$ cat src/rtl/mshr_miss_queue.sv
// mshr_miss_queue
// Miss-status holding queue between the data-cache access pipeline and the
// memory bus. Each distinct missing line gets one entry. A secondary miss to a
// line that is already pending is merged into that entry. Each entry can issue
// a dirty-victim writeback, then always issues a line read. Read beats are
// assembled into a line and handed back to the cache as in-order refills.
//
// Ports
//   clk, resetn          clock, asynchronous active-low reset
//   req_*                miss request from the cache (valid/ready handshake)
//   req_merged           accepted request hit a pending line, so no allocation
//   mem_*                command channel to memory (line write or line read)
//   mem_rvalid/rdata/... read-beat return channel, one 32-bit word per beat
//   refill_*             assembled line handed to the cache (valid/ready)
//   busy                 an entry is valid or a refill is pending
//
// Issue FSM
//   state | meaning
//   IDLE  | no command presented; waits for an unissued entry at issue_ptr
//   WB    | presenting the victim writeback of entry[issue_ptr]
//   RD    | presenting the line read of entry[issue_ptr]
module mshr_miss_queue #(
  parameter int DEPTH      = 8,
  parameter int LINE_WORDS = 4,
  localparam int OFF_W = $clog2(LINE_WORDS * 4),
  localparam int LA_W  = 32 - OFF_W
) (
  input  logic                     clk,
  input  logic                     resetn,
  input  logic                     req_valid,
  output logic                     req_ready,
  input  logic [31:0]              req_addr,
  input  logic                     req_dirty,
  input  logic [LA_W-1:0]          req_victim_la,
  input  logic [LINE_WORDS*32-1:0] req_victim_data,
  output logic                     req_merged,
  output logic                     mem_valid,
  input  logic                     mem_ready,
  output logic                     mem_wen,
  output logic [31:0]              mem_addr,
  output logic [LINE_WORDS*32-1:0] mem_wdata,
  input  logic                     mem_rvalid,
  input  logic [31:0]              mem_rdata,
  output logic                     mem_rready,
  output logic                     refill_valid,
  input  logic                     refill_ready,
  output logic [LA_W-1:0]          refill_la,
  output logic [LINE_WORDS*32-1:0] refill_data,
  output logic                     busy
);

  localparam int PW = $clog2(DEPTH);
  localparam int CW = $clog2(DEPTH + 1);
  localparam int BW = $clog2(LINE_WORDS);
  localparam int LW = LINE_WORDS * 32;

  typedef enum logic [1:0] {S_IDLE, S_WB, S_RD} state_t;

  state_t state;

  logic [DEPTH-1:0] ent_valid;
  logic [DEPTH-1:0] ent_wb;
  logic [DEPTH-1:0] ent_issued;
  logic [LA_W-1:0]  ent_la          [DEPTH];
  logic [LA_W-1:0]  ent_victim_la   [DEPTH];
  logic [LW-1:0]    ent_victim_data [DEPTH];

  logic [PW-1:0] alloc_ptr, issue_ptr, done_ptr, resp_ptr;
  logic [CW-1:0] count;
  logic [BW-1:0] beat_cnt;

  logic [LA_W-1:0] req_la;
  logic match, accept, alloc_now;
  logic wb_fire, rd_fire, beat_fire, last_beat, retire;
  logic unused_addr_bits;

  assign req_la           = req_addr[31:OFF_W];
  assign unused_addr_bits = ^req_addr[OFF_W-1:0];

  // The line being handed back still counts as pending until the cache takes it.
  always_comb begin
    match = 1'b0;
    for (int i = 0; i < DEPTH; i++) begin
      if (ent_valid[i] && ent_la[i] == req_la) match = 1'b1;
    end
    if (refill_valid && refill_la == req_la) match = 1'b1;
  end

  assign req_ready  = resetn & (match | (count != CW'(DEPTH)));
  assign req_merged = resetn & req_valid & match;
  assign accept     = req_valid & req_ready;
  assign alloc_now  = accept & ~match;

  assign wb_fire    = (state == S_WB) & mem_ready;
  assign rd_fire    = (state == S_RD) & mem_ready;
  assign mem_addr   = {(mem_wen ? ent_victim_la[issue_ptr] : ent_la[issue_ptr]), {OFF_W{1'b0}}};
  assign mem_wdata  = ent_victim_data[issue_ptr];

  assign mem_rready = resetn & (~refill_valid | refill_ready);
  assign beat_fire  = mem_rvalid & mem_rready;
  assign last_beat  = beat_fire & (beat_cnt == BW'(LINE_WORDS - 1));
  assign retire     = refill_valid & refill_ready;
  assign busy       = (count != '0) | refill_valid;

  // While a refill is held, the line being assembled is the one after it.
  assign resp_ptr = refill_valid ? done_ptr + 1'b1 : done_ptr;

  // Issue FSM. The IDLE bypass lets a miss allocated into an empty queue
  // present its command on the cycle right after acceptance.
  always_ff @(posedge clk or negedge resetn) begin
    if (!resetn) begin
      state     <= S_IDLE;
      issue_ptr <= '0;
      mem_valid <= 1'b0;
      mem_wen   <= 1'b0;
    end else begin
      case (state)
        S_IDLE: begin
          if (ent_valid[issue_ptr] && !ent_issued[issue_ptr]) begin
            state     <= ent_wb[issue_ptr] ? S_WB : S_RD;
            mem_valid <= 1'b1;
            mem_wen   <= ent_wb[issue_ptr];
          end else if (alloc_now && alloc_ptr == issue_ptr) begin
            state     <= req_dirty ? S_WB : S_RD;
            mem_valid <= 1'b1;
            mem_wen   <= req_dirty;
          end
        end
        S_WB: begin
          if (mem_ready) begin
            state   <= S_RD;
            mem_wen <= 1'b0;
          end
        end
        S_RD: begin
          if (mem_ready) begin
            state     <= S_IDLE;
            mem_valid <= 1'b0;
            issue_ptr <= issue_ptr + 1'b1;
          end
        end
        default: begin
          state     <= S_IDLE;
          mem_valid <= 1'b0;
          mem_wen   <= 1'b0;
        end
      endcase
    end
  end

  // Entry status bits. The allocation target is always a free slot, so it
  // never collides with the slot retiring in the same cycle.
  always_ff @(posedge clk or negedge resetn) begin
    if (!resetn) begin
      ent_valid  <= '0;
      ent_wb     <= '0;
      ent_issued <= '0;
      alloc_ptr  <= '0;
    end else begin
      if (alloc_now) begin
        ent_valid[alloc_ptr]  <= 1'b1;
        ent_wb[alloc_ptr]     <= req_dirty;
        ent_issued[alloc_ptr] <= 1'b0;
        alloc_ptr             <= alloc_ptr + 1'b1;
      end
      if (wb_fire) ent_wb[issue_ptr] <= 1'b0;
      if (rd_fire) ent_issued[issue_ptr] <= 1'b1;
      if (retire)  ent_valid[done_ptr] <= 1'b0;
    end
  end

  always_ff @(posedge clk) begin
    if (alloc_now) begin
      ent_la[alloc_ptr]          <= req_la;
      ent_victim_la[alloc_ptr]   <= req_victim_la;
      ent_victim_data[alloc_ptr] <= req_victim_data;
    end
  end

  // Refill assembly. Beats land directly in refill_data: no beat is accepted
  // while a held line is still visible to the cache.
  always_ff @(posedge clk or negedge resetn) begin
    if (!resetn) begin
      beat_cnt     <= '0;
      refill_valid <= 1'b0;
      refill_la    <= '0;
      refill_data  <= '0;
      done_ptr     <= '0;
      count        <= '0;
    end else begin
      if (beat_fire) begin
        refill_data[32*beat_cnt +: 32] <= mem_rdata;
        beat_cnt                       <= beat_cnt + 1'b1;
      end
      if (last_beat) begin
        refill_valid <= 1'b1;
        refill_la    <= ent_la[resp_ptr];
      end else if (retire) begin
        refill_valid <= 1'b0;
      end
      if (retire) done_ptr <= done_ptr + 1'b1;
      case ({alloc_now, retire})
        2'b10:   count <= count + 1'b1;
        2'b01:   count <= count - 1'b1;
        default: count <= count;
      endcase
    end
  end

endmodule

$ cat config.mk
export PLATFORM = sky130hd
export DESIGN_NAME = mshr_miss_queue
export DESIGN_NICKNAME = d
export VERILOG_FILES = /design/src/rtl/mshr_miss_queue.sv
export SDC_FILE = /design/constraint.sdc
export NUM_CORES = 2
export LEC_CHECK = 0
export ABC_AREA = 0
export CORE_MARGIN = 2
export CORE_UTILIZATION = 50
export DETAILED_ROUTE_END_ITERATION = 12
export HOLD_SLACK_MARGIN = 0.05
export PLACE_DENSITY_LB_ADDON = 0.12
export SYNTH_ARGS = -nofsm -noshare
export SYNTH_HDL_FRONTEND = slang
export SYNTH_SLANG_ARGS = --single-unit
export TNS_END_PERCENT = 1
$ cat constraint.sdc
create_clock -name clk -period 18.8 [get_ports clk]
set_input_delay 3.76 -clock clk [delete_from_list [all_inputs] [get_ports clk]]
set_output_delay 3.76 -clock clk [all_outputs]
set_load 0.02 [all_outputs]
==> out/metrics.cfg <==
[status]
status = complete, no violations

[yosys]
synth_area_sq_mm = 0.0664
ys_warn_count = 0
yosys.area.top_type_share = 0.665
synthSimpleGateAreaFrac = 0.0593
yosys.cell_types.count = 68
synthTopCellsByArea = edfxtp_1 (67%), dfrtp_1 (7.5%), a22oi_1 (6.4%)
synth-xor-area-share = 0.0351
syn_avg_cell_area_sq_um = 15.9
synth_compound_area_frac = 0.102
synth_mux_area_frac = 0.0404
syn_inst = 4189
synth_top_family_by_area = compound AO/OA/AOI/OAI gates
seq_area_frac_synth = 0.741
synth_top_area_cell = edfxtp_1
async_flop_share = 0.120
synthAdderAreaFrac = 0.00237
synth-seq-cells = 1672
synth_edf_count = 1472
synth-main-ff-cell = edfxtp_1

[power]
p_per_area_mw_per_mm2 = 161
p_comb_frac = 0.369
swShare = 0.363
p_leak_nw = 25.5
power.switching_mw = 4.61
internal_power_mw = 8.09
clkPwrFrac = 0.257
pwr-share-seq = 0.375
vdd_drop_max_mv = 0.128

[floorplan]
die-width_um = 369
fp-row-count = 133
die_y_um = 369
start_util = 0.505
io_pins = 550
die_area_sq_mm = 0.136
core-area_sq_mm = 0.132

[clock_tree]
cts_buffers = 171
clk_pin_slew_worst_paths_ns = 0.05
cts_tree = yes
clock_path_buffers = 3
insertion_delay_ns = 0.82
htree_levels = 4
postCtsSetupBuffers = 0
cts_resized = 0
postCtsHoldBufs = 0
clock_sinks = 1672
clockRootBuffer = clkbuf_16

[global_routing]
antenna_found_initial = 34
grt.total_usage = 0.286
grt_max_degree = 144
grt_pass1_vias = 39200
grt_pass1_wl_um = 282000
grt-ovfl-total = 0

[hold_path]
hold_class = reg2reg

[routing]
drc_errors = 0
routed_wl_um = 197000
routedWlPerCell_um = 29.8
vias_per_cell = 6.18
drtIter0Drc = 4453
postRouteAntennaNets = 0
drt_first_pass_iters = 5
vias = 40800

[layout]
area.growth.synth_to_final_pct = 19.0
fin_util = 0.600
final_common_cell = edfxtp_1
mostFrequentLayoutCells = edfxtp_1 (1472), a22oi_1 (566), clkdlybuf4s50_1 (540)
final_net_count = 4934
drive_gt1_frac = 0.0940

[worst_setup_path]
rrSetupSlack_ns = 13.43
startpoint_type = input port
reg2reg_to = ent_la[3][24]$_DFFE_PP_
required_ns = 15.04
r2r_cells = 9
crit_start = req_addr[12]
endpoint = req_ready
reg2reg_from = ent_la[0][0]$_DFFE_PP_
crit_fanout = 17
cp.arrival_ns = 8.27
crit_type = in2out
cp-end-kind = output port

[placed_design]
gp_congestion = 1.01
hpwl_um = 113000
portBuffers = 541

[run]
drv_cap = 0

[sta]
finalHoldViolations = 0
rsz0062_at_grt = false
clock_skew_ns = 0.0442
fmax_ghz = 0.0832
timing.hold.ws_ns = 0.475
finalSetupTns_ns = 0
slew_violations = 0
slew_headroom = 0.217
fin_crit_ns = 12.03
timing.final.crit_share = 0.640
setup-violations-final = 0
worst_pin_slew_ns = 1.17

==> routing by layer <==
| layer | track usage | wire, um | vias to the layer above |
|---|---|---|---|
| met3 | 0.0744 | 18600 | 350 |
| met4 | 0.0997 | 6100 | 42 |
| met5 | 0 | 271 | - |
| met1 | 0.395 | 79400 | 20800 |
| li1 | - | - | 17700 |
| met2 | 0.443 | 92500 | 1860 |
==> per-stage QoR <==
stage / setup slack [ns] / instance area, sq um / total power [mW] / std cells
floorplan: 2.68 / 66500 / 7.29 / 4192
global placement: 6.89 / 73600 / 9.50 / 6277
detailed placement: 6.92 / 73600 / 9.52 / 6277
CTS: 6.92 / 79000 / 12.8 / 6586
global route: 6.81 / 79000 / 13.2 / 6594
finish: 6.77 / 79000 / 12.7 / 6596
==> power by group through the flow <==
stage                     sequential (mW)  clock (mW)  combinational (mW)
after floorplan                      4.92           0                2.37
after global placement               4.82           0                4.68
after detailed placement             4.83           0                4.69
after CTS                            4.75        3.31                4.71
after global routing                 4.80        3.46                4.94
final                                4.75        3.26                4.68
==> state kept, by name, summed over array words and instances, names as in the netlist <==
name and flops:
alloc_ptr 3, beat_cnt 2, count 4, done_ptr 3, ent_issued 8, ent_la 224
ent_valid 8, ent_victim_data 1024, ent_victim_la 224, ent_wb 8, issue_ptr 3, mem_valid 1
mem_wen 1, refill_data 128, refill_la 28, refill_valid 1, state 2
==> cells in the mapped netlist, types with 3 or more instances <==
cell,n
and2_1,3
nor4_4,4
buf_4,29
buf_6,5
edfxtp_1,1472
a22oi_1,566
and3_1,4
o22a_1,6
nor3_4,4
ha_1,11
a31oi_1,16
nor3b_1,7
xor2_1,16
o21a_1,7
inv_1,25
nand2b_1,4
nor3_1,8
mux4_2,74
nand2_1,380
o22ai_1,11
nand3b_1,6
xnor2_1,250
a211oi_1,21
nand4b_1,4
mux2_2,28
a21o_1,4
nor4_1,32
dfrtp_1,200
a21oi_1,55
buf_1,15
o21ai_0,211
clkbuf_1,217
a221oi_1,31
buf_2,12
nor2b_1,5
o2111ai_1,3
o211a_1,3
nand4_1,221
mux2i_1,69
nand3_1,47
a22o_1,28
or4_1,6
o211ai_1,11
nor2_1,29
==> worst min path at each step <==
stage,startpoint,end,slack [ns],cells after the start
final,refill_data[53]$_DFFE_PN0P_,refill_data[53]$_DFFE_PN0P_,0.47,2
after detailed placement,refill_data[99]$_DFFE_PN0P_,refill_data[99]$_DFFE_PN0P_,0.47,2
after global placement,refill_data[115]$_DFFE_PN0P_,refill_data[115]$_DFFE_PN0P_,0.46,2
after CTS,refill_data[53]$_DFFE_PN0P_,refill_data[53]$_DFFE_PN0P_,0.48,2
after global routing,refill_data[7]$_DFFE_PN0P_,refill_data[7]$_DFFE_PN0P_,0.50,2
after floorplan,count[3]$_DFFE_PN0P_,count[3]$_DFFE_PN0P_,0.46,1
==> logic make-up (layout without fill, tap and decap cells) <==
family	count (synthesis)	count (layout)
and+or+nand+nor	777	777
buffers and inverters	304	943
DFF	1672	1672
AOI/OAI and AO/OA	985	985
muxes	172	172
adders and majority gates	12	12
xor gates and xnor gates	266	266
other	1	14
==> area by class of cell <==
class	instances	area, sq um
Fill cell	9982	52600
Clock buffer	224	4620
Inverter	25	93.8
Multi-Input combinational cell	2216	16100
Tap cell	1755	2200
Sequential cell	1672	49200
Timing Repair Buffer	609	6070
Antenna cell	10	25.0
Clock inverter	85	743
==> critical path: stages <==
cell             delay [ns]
clkdlybuf4s50_1        0.84
xnor2_1                0.87
nand4_1                0.16
or4_1                  0.62
nor4_2                 0.70
or4_4                  0.47
o31a_1                 0.22
clkdlybuf4s50_1        0.62
(Power assumes the default switching activity.)
